File: src/rtl/spike_event_scheduler.sv
// rtl/spike_event_scheduler.sv - round-robin spike intake, event FIFO and neuron update/accumulate sweep sequencer
module spike_event_scheduler #(
  parameter int N_NEURONS  = 16,
  parameter int SYN_W      = 14,
  parameter int NUM_CH     = 4,
  parameter int FIFO_DEPTH = 8,
  parameter int TIME_W     = 16,
  localparam int NW        = $clog2(N_NEURONS),
  localparam int AW        = $clog2(FIFO_DEPTH),
  localparam int CNTW      = AW + 1
) (
  input  logic                     clk,
  input  logic                     reset,
  input  logic                     start,
  input  logic                     stop,
  input  logic [TIME_W-1:0]        run_steps,
  input  logic [NUM_CH-1:0]        in_valid,
  input  logic [NUM_CH*SYN_W-1:0]  in_index,
  output logic [NUM_CH-1:0]        in_ready,
  output logic [NW-1:0]            c_neuron_index,
  output logic [SYN_W-1:0]         c_synapse_index,
  output logic                     c_neuron_we,
  output logic                     c_accumulate,
  output logic [TIME_W-1:0]        network_time,
  output logic [CNTW-1:0]          fifo_count,
  output logic                     busy,
  output logic                     done
);

  localparam int CW = (NUM_CH > 1) ? $clog2(NUM_CH) : 1;

  typedef enum logic [1:0] {S_IDLE, S_UPDATE, S_ACCUM} state_t;

  state_t              state_q, state_d;
  logic [NW-1:0]       idx_q, idx_d;
  logic                phase_q, phase_d;
  logic [TIME_W-1:0]   time_q, time_d;
  logic [TIME_W-1:0]   steps_q, steps_d;
  logic                stop_q, stop_d;
  logic                done_q, done_d;
  logic [SYN_W-1:0]    syn_q, syn_d;
  logic [CW-1:0]       rr_q, rr_d;

  logic [SYN_W-1:0]    mem_q [FIFO_DEPTH];
  logic [AW-1:0]       wr_q, rd_q;
  logic [CNTW-1:0]     cnt_q, cnt_d;

  logic                fifo_full, fifo_empty, push, pop;
  logic                grant_vld;
  logic [CW-1:0]       grant_ch;
  logic [CW:0]         cand;
  logic [SYN_W-1:0]    grant_data;
  logic [TIME_W-1:0]   time_inc;
  logic                last_idx, end_run;

  assign fifo_full  = (cnt_q == CNTW'(FIFO_DEPTH));
  assign fifo_empty = (cnt_q == '0);
  assign time_inc   = time_q + TIME_W'(1);
  assign last_idx   = (idx_q == NW'(N_NEURONS - 1));

  // Round-robin search from the priority pointer; space is judged on the registered count only
  always_comb begin
    grant_vld = 1'b0;
    grant_ch  = '0;
    cand      = '0;
    for (int i = 0; i < NUM_CH; i++) begin
      cand = {1'b0, rr_q} + (CW+1)'(i);
      if (cand >= (CW+1)'(NUM_CH)) cand = cand - (CW+1)'(NUM_CH);
      if (!grant_vld && !fifo_full && !reset && in_valid[cand[CW-1:0]]) begin
        grant_vld = 1'b1;
        grant_ch  = cand[CW-1:0];
      end
    end
  end

  // One-hot ready, pushed index and next priority pointer
  always_comb begin
    in_ready   = '0;
    grant_data = in_index[int'(grant_ch)*SYN_W +: SYN_W];
    rr_d       = rr_q;
    if (grant_vld) begin
      in_ready[grant_ch] = 1'b1;
      rr_d = (grant_ch == CW'(NUM_CH - 1)) ? '0 : grant_ch + CW'(1);
    end
  end

  assign push = grant_vld;

  // FIFO occupancy: a simultaneous push and pop leaves the count unchanged
  always_comb begin
    cnt_d = cnt_q;
    if (push && !pop)      cnt_d = cnt_q + CNTW'(1);
    else if (!push && pop) cnt_d = cnt_q - CNTW'(1);
  end

  // Run end is decided at the sweep boundary: run length only counts update sweeps
  assign end_run = (state_q == S_UPDATE) ? (((steps_q != '0) && (time_inc == steps_q)) || stop_q)
                                         : stop_q;

  // Sweep sequencer: two cycles per neuron, decisions only at the sweep boundary
  always_comb begin
    state_d = state_q;
    idx_d   = idx_q;
    phase_d = phase_q;
    time_d  = time_q;
    steps_d = steps_q;
    stop_d  = stop_q;
    done_d  = 1'b0;
    syn_d   = syn_q;
    pop     = 1'b0;
    case (state_q)
      S_IDLE: begin
        if (start) begin
          time_d  = '0;
          steps_d = run_steps;
          idx_d   = '0;
          phase_d = 1'b0;
          state_d = S_UPDATE;
        end
      end
      default: begin
        stop_d  = stop_q | stop;
        phase_d = ~phase_q;
        if (phase_q) begin
          if (!last_idx) begin
            idx_d = idx_q + NW'(1);
          end else begin
            idx_d = '0;
            if (state_q == S_UPDATE) time_d = time_inc;
            if (end_run) begin
              state_d = S_IDLE;
              done_d  = 1'b1;
              stop_d  = 1'b0;
            end else if (!fifo_empty) begin
              pop     = 1'b1;
              syn_d   = mem_q[rd_q];
              state_d = S_ACCUM;
            end else begin
              state_d = S_UPDATE;
            end
          end
        end
      end
    endcase
  end

  // Control and FIFO pointer registers
  always_ff @(posedge clk or posedge reset) begin
    if (reset) begin
      state_q <= S_IDLE;
      idx_q   <= '0;
      phase_q <= 1'b0;
      time_q  <= '0;
      steps_q <= '0;
      stop_q  <= 1'b0;
      done_q  <= 1'b0;
      syn_q   <= '0;
      rr_q    <= '0;
      wr_q    <= '0;
      rd_q    <= '0;
      cnt_q   <= '0;
    end else begin
      state_q <= state_d;
      idx_q   <= idx_d;
      phase_q <= phase_d;
      time_q  <= time_d;
      steps_q <= steps_d;
      stop_q  <= stop_d;
      done_q  <= done_d;
      syn_q   <= syn_d;
      rr_q    <= rr_d;
      cnt_q   <= cnt_d;
      if (push) wr_q <= wr_q + AW'(1);
      if (pop)  rd_q <= rd_q + AW'(1);
    end
  end

  // Event storage; contents are don't-care while the pointers say empty
  always_ff @(posedge clk) begin
    if (push) mem_q[wr_q] <= grant_data;
  end

  assign busy            = (state_q != S_IDLE);
  assign c_neuron_we     = busy & phase_q;
  assign c_neuron_index  = idx_q;
  assign c_accumulate    = (state_q == S_ACCUM);
  assign c_synapse_index = syn_q;
  assign network_time    = time_q;
  assign fifo_count      = cnt_q;
  assign done            = done_q;

endmodule

File: config.mk
export PLATFORM = sky130hd
export DESIGN_NAME = spike_event_scheduler
export DESIGN_NICKNAME = d
export VERILOG_FILES = /design/src/rtl/spike_event_scheduler.sv
export SDC_FILE = /design/constraint.sdc
export NUM_CORES = 1
export LEC_CHECK = 0
export ABC_AREA = 1
export CORE_MARGIN = 5
export CORE_UTILIZATION = 35
export CTS_CLUSTER_SIZE = 30
export DETAILED_ROUTE_END_ITERATION = 16
export GPL_TIMING_DRIVEN = 0
export PLACE_DENSITY = 0.66
export SYNTH_ARGS = -nofsm -noshare
export SYNTH_HDL_FRONTEND = slang
export SYNTH_SLANG_ARGS = --single-unit
File: constraint.sdc
create_clock -name clk -period 9.1 [get_ports clk]
set_clock_uncertainty 0.15 [all_clocks]
set_input_delay 1.82 -clock clk [delete_from_list [all_inputs] [get_ports clk]]
set_output_delay 1.82 -clock clk [all_outputs]
set_load 0.01 [all_outputs]
### After elaboration in Yosys (flattened, before gate mapping)

Memory sizes are Yosys's and may differ from the RTL's. A register that Yosys moved wholly into a read port is not among the register bits.
Index checks and enable logic that the tools add are counted.

| cells by class | value |
|---|---|
| add/subtract/negate cells | 14 |
| $mul | 1 |
| $lt $le $gt $ge | 10 |
| eq/ne operators | 7 |
| shifts and indexed selects | 1 |
| multiplexer cells | 58 |
| bitwise logic cells | 6 |
| reductions and logical operators | 36 |

Operators with widths:

| kind | count |
|---|---|
| two-way mux 16 bit | 5 |
| indexed part select 56 x 7 -> 14 bit | 1 |
| two-way mux 2 bit | 15 |
| two-way mux 4 bit | 7 |
| two-way mux 1 bit | 26 |
| adder 16 x 1 -> 16 bit (second input constant) | 1 |
| == test 16 bit | 1 |
| nonzero test 16 bit | 1 |
| logical AND 1 bit | 15 |
| less-than comparator 2 x 3 -> 1 bit (second input constant) | 5 |
| nonzero test 2 bit | 5 |
| greater-or-equal comparator 3 bit (second input constant) | 3 |
| adder 4 x 1 -> 4 bit (second input constant) | 2 |
| binary-select mux 1 bit (select 2 bit) | 4 |
| == test 4 bit (second input constant) | 2 |
| subtractor 2 x 1 -> 2 bit (second input constant) | 4 |
| logical NOT 1 bit | 7 |
| adder 2 x 2 -> 3 bit (second input constant) | 2 |
| adder 3 x 1 -> 3 bit (second input constant) | 2 |
| multiplier 2 x 3 -> 5 bit (second input constant) | 1 |
| AND reduction 5 bit | 1 |
| == test 2 bit (second input constant) | 2 |
| logical NOT 4 bit | 1 |
| inverter 1 bit | 4 |
| other kinds (15) | 16 |

| storage, ports and cells | value |
|---|---|
| register bits | 53 |
| memory bits (writable) | 112 |
| input bits | 80 |
| output and inout bits | 46 |
| word-level logic and storage cells | 145 |
| memories kept | 1 |

Memories:

| memory | depth | bits a word | rd ports | clocked after memory_dff | wr ports | RTL line | RTL |
|---|---|---|---|---|---|---|---|
| mem_q | 8 | 14 | 1 | 1 | 1 | 44 | `logic [SYN_W-1:0] mem_q [FIFO_DEPTH];` |

### Longest topological paths before layout

Gate-level depths: netlist (run 1).

| logic depth | value |
|---|---|
| depth in word-level cells | 26 |
| depth in mapped cells | 23 |
| depth with buffers taken out | 22 |

### Worst setup path after synthesis (run 1)

OpenSTA, ideal clock, no wires.

| path | value |
|---|---|
| kind | input -> output |
| start point | input reset |
| end point | output in_ready[0] |
| arrival | 4.752 ns |
| required time | 7.130 ns |
| path slack | 2.378 ns |
| stages | 12 |
| path buffers | 1 |
| path through | inv_1 -> nand2_1 -> nor2_1 -> nand2_1 -> and3_1 -> nand3_2 -> nand3_4 -> inv_2 -> buf_2 -> ha_1 -> nand2_1 -> inv_1 |

| on the way | value |
|---|---|
| cells in the longest elaborated chain, start to end | 24 |
| elaborated cells on any way between the ends | 29 |
| those cells by class | order compare: 2; mux: 11; reduce/logical: 16 |

Ends and longest elaborated chain:

| what | RTL line | RTL |
|---|---|---|
| start: declaration | 13 | `input logic reset,` |
| logical NOT 1 bit (no source line) (*) | -- |  |
| logical AND 1 bit (2 in series) | 69 | `if (!grant_vld && !fifo_full && !reset && in_valid[cand[CW-1:0]]) begin` |
| two-way mux 1 bit | 69 |  |
| logical NOT 1 bit | 69 |  |
| logical AND 1 bit (3 in series) | 69 |  |
| two-way mux 1 bit | 69 |  |
| logical NOT 1 bit | 69 |  |
| logical AND 1 bit (3 in series) | 69 |  |
| two-way mux 1 bit | 69 |  |
| logical NOT 1 bit | 69 |  |
| logical AND 1 bit (3 in series) | 69 |  |
| two-way mux 2 bit | 69 |  |
| less-than comparator 2 x 3 -> 1 bit (implied by the code) or greater-or-equal comparator 2 x 1 -> 1 bit (tied branches) | 82 | `in_ready[grant_ch] = 1'b1;` |
| logical AND 1 bit (implied by the code) | 82 |  |
| two-way mux 1 bit (implied by the code) | 82 |  |
| demux 1 bit (select 2 bit) | 82 |  |
| two-way mux 4 bit (*) | 81 | `if (grant_vld) begin` |
| end: declaration | 19 | `output logic [NUM_CH-1:0] in_ready,` |

Mark *: on every way between the ends. The rest lies on a longest branch, timed or not.

### Worst setup path after layout (run 1)

| path | value |
|---|---|
| start point | input reset |
| end point | output in_ready[1] |

The elaborated chain is that of the path after synthesis.

==> flow_metrics.env, run 1 <==
export IMPL_synthesis_area_per_instance_sq_um=8.81
export IMPL_pin_count_of_the_biggest_net_entering_global_routing=64
export IMPL_final_max_slew_violation_count=0
export IMPL_post_cts_resized=0
export IMPL_final_setup_tns_ns=0
export IMPL_crit_reg2reg_launch="network_time[1]$_DFFE_PP0P_"
export IMPL_pwr_share_seq_pct=40.6
export IMPL_post_synth_xor_area_fraction_pct=1.08
export IMPL_synth_fa_ha_area_share_pct=1.79
export IMPL_clock_sinks=179
export IMPL_clock_root_buffer="sky130_fd_sc_hd__clkbuf_16"
export IMPL_synth_top_flop_cell="sky130_fd_sc_hd__edfxtp_1"
export IMPL_drt_wirelength_per_cell_microns=14.8
export IMPL_dpl_hpwl_mm=16.2
export IMPL_total_nets_after_synthesis=1089
export IMPL_cts_hold_buffers_added=0
export IMPL_cts_made_buffers=17
export IMPL_combPwrFrac_pct=40.1
export IMPL_cts_htree_levels=4
export IMPL_path_max_fanout=63
export IMPL_vias=6966
export IMPL_numPortBuffers=125
export IMPL_element_type_at_the_critical_path_end="output pin"
export IMPL_yosys_cell_types_count=37
export IMPL_synth_common_cells="347 x sky130_fd_sc_hd__nand2_1, 112 x sky130_fd_sc_hd__edfxtp_1, 99 x sky130_fd_sc_hd__inv_1, 81 x sky130_fd_sc_hd__nor2_1, 68 x sky130_fd_sc_hd__o21ai_0"
export IMPL_die_y_microns=168
export IMPL_vdd_drop_max_v=0.000202
export IMPL_worst_ep_required_time_ns=7.13
export IMPL_setup_worst_path_class="primary input to output pin"
export IMPL_post_synthesis_compound_gate_area_fraction_pct=9.37
export IMPL_post_synth_mux_area_share_pct=0.128
export IMPL_postRouteAntennaNets=0
export IMPL_synth_most_common_cell="sky130_fd_sc_hd__nand2_1"
export IMPL_grt_overflow=0
export IMPL_worst_setup_path_startpoint="reset"
export IMPL_start_kind="primary input"
export IMPL_main_combinational_cell_family_by_area_after_synthesis="simple AND/OR/NAND/NOR gates"
export IMPL_synth_edff_count=112
export IMPL_floorplan_die_area_sq_um=28400
export IMPL_core_area_sq_um=25000
export IMPL_ys_warnings_count=0
export IMPL_clock_latency_ns=0.43
export IMPL_rr_worst_depth=22
export IMPL_slew_limit_headroom_pct=54.3
export IMPL_static_leakage_power_uw=0.00479
export IMPL_p_clk_share_pct=19.3
export IMPL_setup_viol=0
export IMPL_switching_share_pct=39.6
export IMPL_synth_largest_type_area_fraction_pct=38.3
export IMPL_grt_pass1_vias=6809
export IMPL_number_of_max_cap_violations=0
export IMPL_fp_row_count=58
export IMPL_tritonroute_pass_1_iters=5
export IMPL_syn_cell_area_sq_um=8790
export IMPL_tritoncts="built"
export IMPL_clock_pin_transition_on_the_worst_setup_and_hold_timing_paths_ns=0.06
export IMPL_power_per_cell_area_nw_per_um2=340
export IMPL_whs_ns=0.332
export IMPL_first_iter_violations=561
export IMPL_synthTopCellsByArea="sky130_fd_sc_hd__edfxtp_1 38%, sky130_fd_sc_hd__dfrtp_1 19%, sky130_fd_sc_hd__nand2_1 15%, sky130_fd_sc_hd__inv_1 4.2%, sky130_fd_sc_hd__o21ai_0 3.9%"
export IMPL_post_cts_setup_buffer_count=0
export IMPL_number_of_nets_in_the_finished_design=1234
export IMPL_finalWirelength_mm=22.0
export IMPL_hold_path_startpoint="c_synapse_index[10]$_DFFE_PP0P_"
export IMPL_min_path_type="register to register"
export IMPL_synth_simple_gate_area_share_pct=23.8
export IMPL_synthArstFlopShare_pct=37.4
export IMPL_worst_slew_pin_slew_ns=0.685
export IMPL_grt_util_all_layers_pct=15.6
export IMPL_net_switching_power_uw=1490
export IMPL_cts_path_max_buffers=2
export IMPL_share_of_synthesized_area_occupied_by_flip_flops_and_latches_pct=57.4
export IMPL_rsz0062_at_grt="no"
export IMPL_drc=0
export IMPL_max_clock_freq_mhz=146
export IMPL_place_gp_congestion=0.877
export IMPL_status="completed"
export IMPL_syn2layout_area_growth_pct=26.1
export IMPL_wire_length_of_the_first_global_routing_pass_mm=35.6
export IMPL_hold_violations=0
export IMPL_finalCritPeriodShare_pct=75.2
export IMPL_netlist_instances=997
export IMPL_die_width_microns=168
export IMPL_synth_top_cell_by_area="sky130_fd_sc_hd__edfxtp_1"
export IMPL_number_of_top_level_design_ports=126
export IMPL_post_drt_via_cell_ratio=4.69
export IMPL_grt_antenna_before_repair=0
export IMPL_power_internal_uw=2270
export IMPL_hold_depth=2
export IMPL_initial_core_util_pct=35.2
export IMPL_final_period_minus_worst_setup_slack_ns=6.85
export IMPL_cp_data_arrival_time_ns=4.88
export IMPL_n_antenna_cell=0
export IMPL_share_of_cells_above_drive_strength_1_pct=6.06
export IMPL_synth_seq_cells=179
==> critical path, cell delays in order <==
cell,delay (ns)
sky130_fd_sc_hd__clkdlybuf4s50_1,0.44
sky130_fd_sc_hd__inv_4,0.14
sky130_fd_sc_hd__buf_16,0.30
sky130_fd_sc_hd__nand2_1,0.14
sky130_fd_sc_hd__nor2_1,0.22
sky130_fd_sc_hd__nand2_1,0.12
sky130_fd_sc_hd__and3_1,0.22
sky130_fd_sc_hd__nand3_2,0.08
sky130_fd_sc_hd__nand3_4,0.12
sky130_fd_sc_hd__inv_2,0.13
sky130_fd_sc_hd__buf_2,0.23
sky130_fd_sc_hd__ha_1,0.18
sky130_fd_sc_hd__nand2_1,0.05
sky130_fd_sc_hd__inv_1,0.05
sky130_fd_sc_hd__clkdlybuf4s50_1,0.55
==> stage by stage <==
step | area, sq um | setup WS [ns] | instances | power [uW] | util (%)
2_1_floorplan | 8790 | 2.38 | 997 | 2510 | -
3_3_place_gp | 10500 | 0.315 | 1452 | 3020 | 41.9
3_5_place_dp | 10500 | 2.23 | 1453 | 3060 | 42.0
4_1_cts | 11100 | 2.22 | 1485 | 3790 | 44.4
5_1_grt | 11100 | 1.98 | 1485 | 4050 | 44.4
6_report | 11100 | 2.25 | 1485 | 3770 | 44.4
==> flip-flops by register name (all words and copies together), names as in the netlist, 2 cells and up <==
register,count
wr_q,3
c_synapse_index,14
rr_q,2
c_neuron_index,4
steps_q,16
network_time,16
fifo_count,4
rd_q,3
state_q,2
mem_q,112
==> power groups by stage <==
stage          clock [uW]  combinational, uW  sequential, uW
2_1_floorplan           0                994            1520
3_3_place_gp            0               1480            1540
3_5_place_dp            0               1520            1540
4_1_cts               741               1520            1530
5_1_grt               779               1710            1560
6_report              727               1510            1530
==> worst paths after layout <==
path | end | slack, ns
min in group asynchronous | c_synapse_index[6]$_DFFE_PP0P_ | 1.49
setup / recovery | in_ready[1] | 2.25
setup reg to reg | fifo_count[3]$_DFFE_PP0P_ | 5.04
hold / removal | c_synapse_index[10]$_DFFE_PP0P_ | 0.33
hold reg to reg | c_synapse_index[10]$_DFFE_PP0P_ | 0.33
max in group asynchronous | c_synapse_index[10]$_DFFE_PP0P_ | 6.76
==> final cells by class <==
class                      instances  area [sq um]
buffer                            34           160
sequential                       179          5040
multi-input combinational        674          3170
tap                              330           413
clock buffer                      18           429
timing repair buffer             126          1280
inverter                         110           415
clock inverter                    14           173
fill                            2454         13900
==> cells in the final DEF, fill, tap and decap left out, types with 3 or more instances in the layout <==
cell / synthesis / layout
sky130_fd_sc_hd__a21oi_1: 22 / 22
sky130_fd_sc_hd__a32o_1: 14 / 14
sky130_fd_sc_hd__buf_1: 4 / 4
sky130_fd_sc_hd__buf_2: 8 / 8
sky130_fd_sc_hd__clkbuf_1: 18 / 19
sky130_fd_sc_hd__clkbuf_16: 0 / 17
sky130_fd_sc_hd__clkdlybuf4s50_1: 0 / 125
sky130_fd_sc_hd__clkinv_1: 3 / 3
sky130_fd_sc_hd__clkinv_8: 0 / 5
sky130_fd_sc_hd__dfrtp_1: 67 / 67
sky130_fd_sc_hd__edfxtp_1: 112 / 112
sky130_fd_sc_hd__ha_1: 11 / 11
sky130_fd_sc_hd__inv_1: 99 / 98
sky130_fd_sc_hd__inv_2: 8 / 8
sky130_fd_sc_hd__inv_6: 0 / 3
sky130_fd_sc_hd__inv_8: 0 / 5
sky130_fd_sc_hd__nand2_1: 347 / 347
sky130_fd_sc_hd__nand3_1: 55 / 55
sky130_fd_sc_hd__nand3_2: 3 / 3
sky130_fd_sc_hd__nand3b_1: 3 / 3
sky130_fd_sc_hd__nand4_1: 9 / 9
sky130_fd_sc_hd__nor2_1: 81 / 81
sky130_fd_sc_hd__nor2_2: 7 / 7
sky130_fd_sc_hd__o21ai_0: 68 / 68
sky130_fd_sc_hd__o21ai_1: 9 / 9
sky130_fd_sc_hd__o22ai_1: 24 / 24
sky130_fd_sc_hd__xnor2_1: 3 / 3
sky130_fd_sc_hd__xor2_1: 6 / 6
==> layer usage <==
metal  track usage [%]  part of all wire [%]
met1              20.8                    46
met2              25.7                    46
met3              3.81                   6.2
met4              4.16                   1.4
met5                 0                     0
==> kinds of logic (layout without fill, tap and decap cells) <==
kind of cell,after synthesis,count (layout)
AO/OA/AOI/OAI,141,141
XOR/XNOR,10,10
adder cells (fa/ha/maj),12,12
buffers and inverters,144,302
flip-flops,179,179
AND/OR/NAND/NOR,510,510
multiplexers,1,1
No activity file was read; power rests on OpenSTA's default activity.
==> inputs of run 2 (changes only) <==
Settings changed: PLACE_DENSITY 0.66 to 0.68.
Clock period 9.1 ns to 5.9 ns, I/O delays scaled along.
==> run 2 against run 1 <==
Combinational power is 54% higher. Final cell count hardly changed. Wire length hardly changed. Critical path depth stayed put. Worst setup slack worse by 1.8 ns. First-iteration DRC count is 8.6% lower.
==> flow_metrics.env, run 2 (same netlist as run 1, synthesis figures left out) <==
export IMPL_critical_path_slowest_cell="sky130_fd_sc_hd__clkdlybuf4s50_1"
export IMPL_grt_overflow=0
export IMPL_clock_sinks=179
export IMPL_final_max_slew_violation_count=0
export IMPL_finalCritPeriodShare_pct=93.0
export IMPL_max_clock_freq_mhz=182
export IMPL_multiInputGateArea_sq_um=3170
export IMPL_rsz0062_at_grt="no"
export IMPL_crit_reg2reg_launch="network_time[0]$_DFFE_PP0P_"
export IMPL_min_to="c_synapse_index[11]$_DFFE_PP0P_"
export IMPL_number_of_nets_in_the_finished_design=1235
export IMPL_flip_flop_count_of_the_largest_register_after_layout=112
export IMPL_final_common_cell="sky130_fd_sc_hd__nand2_1"
export IMPL_syn2layout_area_growth_pct=26.6
export IMPL_numPortBuffers=125
export IMPL_hold_depth=2
export IMPL_static_leakage_power_uw=0.00481
export IMPL_worstReg2RegEnd="fifo_count[3]$_DFFE_PP0P_"
export IMPL_clock_root_buffer="sky130_fd_sc_hd__clkbuf_16"
export IMPL_clock_latency_ns=0.43
export IMPL_element_type_at_the_critical_path_end="output pin"
export IMPL_path_max_fanout=32
export IMPL_min_path_type="register to register"
export IMPL_grt_pass1_vias=6901
export IMPL_cts_path_max_buffers=2
export IMPL_final_period_minus_worst_setup_slack_ns=5.48
export IMPL_status="completed"
export IMPL_floorplan_die_area_sq_um=28400
export IMPL_grt_antenna_before_repair=0
export IMPL_cts_htree_levels=4
export IMPL_final_setup_tns_ns=0
export IMPL_cp_slowest_stage_delay_ns=0.54
export IMPL_stdcell_count=1486
export IMPL_cts_made_buffers=17
export IMPL_die_width_microns=168
export IMPL_tritoncts="built"
export IMPL_power_per_cell_area_nw_per_um2=524
export IMPL_finalWirelength_mm=22.0
export IMPL_final_cell_mix="347 x sky130_fd_sc_hd__nand2_1, 125 x sky130_fd_sc_hd__clkdlybuf4s50_1, 112 x sky130_fd_sc_hd__edfxtp_1, 98 x sky130_fd_sc_hd__inv_1, 81 x sky130_fd_sc_hd__nor2_1"
export IMPL_area_sequential_sq_um=5040
export IMPL_vias=7064
export IMPL_power_total_uw=5830
export IMPL_cts_hold_buffers_added=0
export IMPL_final_core_utilization_pct=44.6
export IMPL_number_of_top_level_design_ports=126
export IMPL_registers_top_by_ff_count="mem_q"
export IMPL_wire_length_of_the_first_global_routing_pass_mm=35.3
export IMPL_start_kind="primary input"
export IMPL_share_of_cells_above_drive_strength_1_pct=6.23
export IMPL_first_iter_violations=513
export IMPL_hold_path_startpoint="c_synapse_index[11]$_DFFE_PP0P_"
export IMPL_postRouteAntennaNets=0
export IMPL_setup_worst_path_class="primary input to output pin"
export IMPL_setup_viol=0
export IMPL_post_drt_via_cell_ratio=4.75
export IMPL_whs_ns=0.329
export IMPL_drt_wirelength_per_cell_microns=14.8
export IMPL_place_gp_congestion=0.906
export IMPL_worst_slew_pin_slew_ns=0.650
export IMPL_critical_path_cell_by_cell="clkdlybuf4s50_1 > inv_4 > buf_16 > nand2_1 > nor2_1 > nand2_1 > and3_1 > nand3_2 > nand3_4 > inv_2 > buf_2 > ha_1 > nand2_1 > inv_1 > clkdlybuf4s50_1"
export IMPL_timing_critical_path_mode_cell="sky130_fd_sc_hd__nand2_1"
export IMPL_cp_data_arrival_time_ns=4.15
export IMPL_clock_pin_transition_on_the_worst_setup_and_hold_timing_paths_ns=0.07
export IMPL_number_of_max_cap_violations=0
export IMPL_rr_worst_depth=22
export IMPL_hold_violations=0
export IMPL_n_antenna_cell=0
export IMPL_post_cts_resized=0
export IMPL_fp_row_count=58
export IMPL_core_area_sq_um=25000
export IMPL_die_y_microns=168
export IMPL_initial_core_util_pct=35.2
export IMPL_numPlacedInstances=1453
export IMPL_worst_ep_required_time_ns=4.57
export IMPL_slew_limit_headroom_pct=56.6
export IMPL_vdd_drop_max_v=0.000304
export IMPL_pin_count_of_the_biggest_net_entering_global_routing=64
export IMPL_grt_util_all_layers_pct=15.5
export IMPL_reg2reg_slack_ns=1.80
export IMPL_number_of_filler_cells_placed_in_the_layout=2409
export IMPL_tritonroute_pass_1_iters=5
export IMPL_drc=0
export IMPL_dpl_hpwl_mm=16.3
-- run 2: final cells by class --
| class | instances | share of cell area (%) |
|---|---|---|
| clock inverter | 15 | 1.74 |
| sequential | 179 | 45.3 |
| clock buffer | 17 | 3.82 |
| multi-input combinational | 674 | 28.5 |
| inverter | 110 | 3.73 |
| tap | 330 | 3.71 |
| buffer | 34 | 1.44 |
| timing repair buffer | 127 | 11.7 |
-- run 2: per-stage QoR --
| stage | worst slack [ns] | cell area, sq um |
|---|---|---|
| global route | 0.0758 | 11100 |
| floorplan | 0.458 | 8790 |
| detailed placement | 0.307 | 10500 |
| global placement | -1.59 | 10500 |
| finish | 0.416 | 11100 |
| CTS | 0.284 | 11100 |
-- run 2: report_power, final --
group	switching (uW)	internal, uW
combinational	1520	804
sequential	229	2130
clock	564	583
total	2310	3520
-- run 2: critical path: cells and delay by family --
kind          cells  cell delay (ns)
buf+inv           7             1.80
simple gates      7             0.95
fa+ha+maj         1             0.18
-- run 2: repair_timing --
| item | in CTS | in global routing |
|---|---|---|
| hold endpoints to repair | 0 | 0 |
| setup buffers | 0 | 0 |
| setup endpoints to repair | 0 | 2 |
-- run 2: worst max path at each step --
stage / startpoint / to / cells past startpoint
6_report: reset / in_ready[0] / 15
3_3_place_gp: reset / in_ready[1] / 14
4_1_cts: reset / in_ready[1] / 15
2_1_floorplan: reset / in_ready[0] / 12
3_5_place_dp: reset / in_ready[1] / 15
5_1_grt: reset / in_ready[0] / 15
-- run 2: metal layers --
layer | global-route usage (%) | wire length [microns] | vias to the layer above
met5 | 0 | 0 | -
met4 | 4.94 | 549 | 0
met3 | 3.46 | 1500 | 37
met2 | 26.1 | 10300 | 239
met1 | 20.0 | 9650 | 3198
li1 | - | - | 3590
==> inputs of run 3 (changes only) <==
Settings changed: CAP_MARGIN from default to 40, GPL_TIMING_DRIVEN 0 to 1, PLACE_DENSITY 0.68 to 0.66.
Clock period 5.9 ns to 6.5 ns, I/O delays scaled along.
==> run 3 against run 2 <==
Via count decreased by 0.91%. Total power decreased by 11%. Count of clock-buffer cells in the layout unchanged. Worst setup slack improved by 0.50 ns. Sequential power decreased by 8.9%. Hold slack improved by 0.0043 ns. Critical path depth decreased by 2. Non-clock buffer count decreased by 28. Global-route usage decreased by 0.47 points. Sequential share of layout area increased by 0.56 points. Cell area decreased by 1.2%. Die area unchanged. Critical path type unchanged.
==> flow_metrics.env, run 3 (same netlist as run 1, synthesis figures left out) <==
export IMPL_final_max_slew_violation_count=0
export IMPL_post_cts_setup_buffer_count=0
export IMPL_cts_hold_buffers_added=0
export IMPL_wire_length_of_the_first_global_routing_pass_mm=35.0
export IMPL_reg2reg_slack_ns=2.46
export IMPL_static_leakage_power_uw=0.00475
export IMPL_post_drt_via_cell_ratio=4.80
export IMPL_final_critical_path_setup_slack_ns=0.912
export IMPL_floorplan_die_area_sq_um=28400
export IMPL_element_type_at_the_critical_path_end="output pin"
export IMPL_finalWirelength_mm=21.2
export IMPL_grt_overflow=0
export IMPL_clock_root_buffer="sky130_fd_sc_hd__clkbuf_16"
export IMPL_final_area_sq_um=11000
export IMPL_rr_worst_depth=21
export IMPL_n_antenna_cell=0
export IMPL_core_area_sq_um=25000
export IMPL_numPortBuffers=125
export IMPL_cp_data_arrival_time_ns=4.14
export IMPL_switching_share_pct=39.1
export IMPL_cts_path_max_buffers=2
export IMPL_drt_wirelength_per_cell_microns=14.5
export IMPL_min_path_type="register to register"
export IMPL_stdcell_count=1458
export IMPL_grt_pass1_vias=6862
export IMPL_path_max_fanout=17
export IMPL_worst_ep_required_time_ns=5.05
export IMPL_setup_worst_path_class="primary input to output pin"
export IMPL_tritonroute_pass_1_iters=6
export IMPL_place_area_sq_um=10400
export IMPL_cts_made_buffers=17
export IMPL_clock_sinks=179
export IMPL_syn2layout_area_growth_pct=25.1
export IMPL_combPwrFrac_pct=38.9
export IMPL_pwr_share_seq_pct=41.2
export IMPL_number_of_nets_in_the_finished_design=1207
export IMPL_p_clk_share_pct=19.9
export IMPL_finalCritPeriodShare_pct=86.0
export IMPL_place_gp_congestion=0.906
export IMPL_max_clock_freq_mhz=179
export IMPL_first_iter_violations=585
export IMPL_numPlacedInstances=1426
export IMPL_power_internal_uw=3170
export IMPL_top_signal_layer_used="met4"
export IMPL_route_layer_met1_wl_mm=10.2
export IMPL_flip_flop_count_of_the_largest_register_after_layout=112
export IMPL_crit_reg2reg_launch="network_time[0]$_DFFE_PP0P_"
export IMPL_number_of_filler_cells_placed_in_the_layout=2412
export IMPL_share_of_cells_above_drive_strength_1_pct=5.85
export IMPL_detailedPlace_worstSlack_ns=0.914
export IMPL_tritoncts="built"
export IMPL_power_per_cell_area_nw_per_um2=473
export IMPL_final_common_cell="sky130_fd_sc_hd__nand2_1"
export IMPL_cts_htree_levels=4
export IMPL_number_of_top_level_design_ports=126
export IMPL_die_width_microns=168
export IMPL_route_met3_wl_mm=1.09
export IMPL_status="completed"
export IMPL_number_of_max_cap_violations=0
export IMPL_registers_top_by_ff_count="mem_q"
export IMPL_grt_util_all_layers_pct=15.0
export IMPL_cp_endpoint="in_ready[0]"
export IMPL_rsz0062_at_grt="no"
export IMPL_final_period_minus_worst_setup_slack_ns=5.59
export IMPL_hold_violations=0
export IMPL_die_y_microns=168
export IMPL_slew_limit_headroom_pct=48.8
export IMPL_start_kind="primary input"
export IMPL_worst_slew_pin_slew_ns=0.767
export IMPL_clock_latency_ns=0.42
export IMPL_grt_antenna_before_repair=0
export IMPL_vias=7000
export IMPL_whs_ns=0.334
export IMPL_drc=0
export IMPL_dpl_hpwl_mm=14.6
export IMPL_worst_setup_path_startpoint="reset"
export IMPL_clock_pin_transition_on_the_worst_setup_and_hold_timing_paths_ns=0.06
export IMPL_post_cts_resized=0
export IMPL_initial_core_util_pct=35.2
export IMPL_setup_viol=0
export IMPL_detailroute_wirelength_met2_mm=9.56
export IMPL_pin_count_of_the_biggest_net_entering_global_routing=60
export IMPL_final_cell_mix="347 x sky130_fd_sc_hd__nand2_1, 125 x sky130_fd_sc_hd__clkdlybuf4s50_1, 112 x sky130_fd_sc_hd__edfxtp_1, 97 x sky130_fd_sc_hd__inv_1, 81 x sky130_fd_sc_hd__nor2_1"
export IMPL_postRouteAntennaNets=0
export IMPL_vdd_drop_max_v=0.000320
export IMPL_fp_row_count=58
export IMPL_worstReg2RegEnd="fifo_count[3]$_DFFE_PP0P_"
export IMPL_final_setup_tns_ns=0
export IMPL_net_switching_power_uw=2040
## run 3: cell types whose count changed in the layout (fill, tap and decap cells not counted), moves of 2 or more
cell	before	now
sky130_fd_sc_hd__buf_1	4	0
sky130_fd_sc_hd__buf_2	8	0
sky130_fd_sc_hd__clkbuf_1	18	0
sky130_fd_sc_hd__buf_4	2	5
sky130_fd_sc_hd__inv_8	4	6
sky130_fd_sc_hd__clkinv_8	6	2
sky130_fd_sc_hd__inv_2	8	10
## run 3: per-stage QoR
| step | total power, uW | utilization [%] |
|---|---|---|
| after global routing | 5590 | 44.0 |
| after floorplan | 3510 | - |
| after global placement | 4120 | 41.4 |
| after CTS | 5240 | 44.0 |
| final | 5200 | 44.0 |
| after detailed placement | 4190 | 41.6 |
## run 3: worst min-delay path by stage
stage                                               start                              end  slack [ns]  depth (start not counted)
after floorplan                        stop_q$_DFFE_PP0N_               stop_q$_DFFE_PP0N_        0.33                          2
after global placement     c_synapse_index[1]$_DFFE_PP0P_   c_synapse_index[1]$_DFFE_PP0P_        0.32                          2
after detailed placement   c_synapse_index[2]$_DFFE_PP0P_   c_synapse_index[2]$_DFFE_PP0P_        0.32                          2
after CTS                  c_synapse_index[2]$_DFFE_PP0P_   c_synapse_index[2]$_DFFE_PP0P_        0.34                          2
after global routing      c_synapse_index[10]$_DFFE_PP0P_  c_synapse_index[10]$_DFFE_PP0P_        0.36                          2
final                     c_synapse_index[10]$_DFFE_PP0P_  c_synapse_index[10]$_DFFE_PP0P_        0.33                          2
## run 3: routing by layer
layer	vias to the layer above	track usage, %
li1	3528	-
met1	3248	20.9
met2	194	23.8
met3	30	3.46
met4	0	4.06
met5	-	0
## run 3: power groups by stage
stage | combinational (uW) | clock (uW) | sequential [uW]
floorplan | 1390 | 0 | 2120
global placement | 1960 | 0 | 2160
detailed placement | 2030 | 0 | 2170
CTS | 2030 | 1060 | 2140
global route | 2290 | 1110 | 2190
finish | 2020 | 1030 | 2150
## run 3: worst max-delay path: stages
cell,delay (ns)
sky130_fd_sc_hd__clkdlybuf4s50_1,0.42
sky130_fd_sc_hd__inv_2,0.24
sky130_fd_sc_hd__nand2_1,0.14
sky130_fd_sc_hd__nor2_1,0.22
sky130_fd_sc_hd__nand2_1,0.14
sky130_fd_sc_hd__and3_1,0.23
sky130_fd_sc_hd__nand3_2,0.09
sky130_fd_sc_hd__nand3_4,0.19
sky130_fd_sc_hd__inv_2,0.28
sky130_fd_sc_hd__ha_1,0.20
sky130_fd_sc_hd__nand2_1,0.05
sky130_fd_sc_hd__inv_1,0.08
sky130_fd_sc_hd__clkdlybuf4s50_1,0.54
## run 3: layout make-up
| class | count | area, sq um | area share (%) |
|---|---|---|---|
| Sequential cell | 179 | 5040 | 45.9 |
| Multi-Input combinational cell | 674 | 3170 | 28.9 |
| Timing Repair Buffer | 133 | 1350 | 12.3 |
| Clock buffer | 17 | 425 | 3.87 |
| Inverter | 110 | 413 | 3.76 |
| Tap cell | 330 | 413 | 3.76 |
| Clock inverter | 15 | 176 | 1.61 |
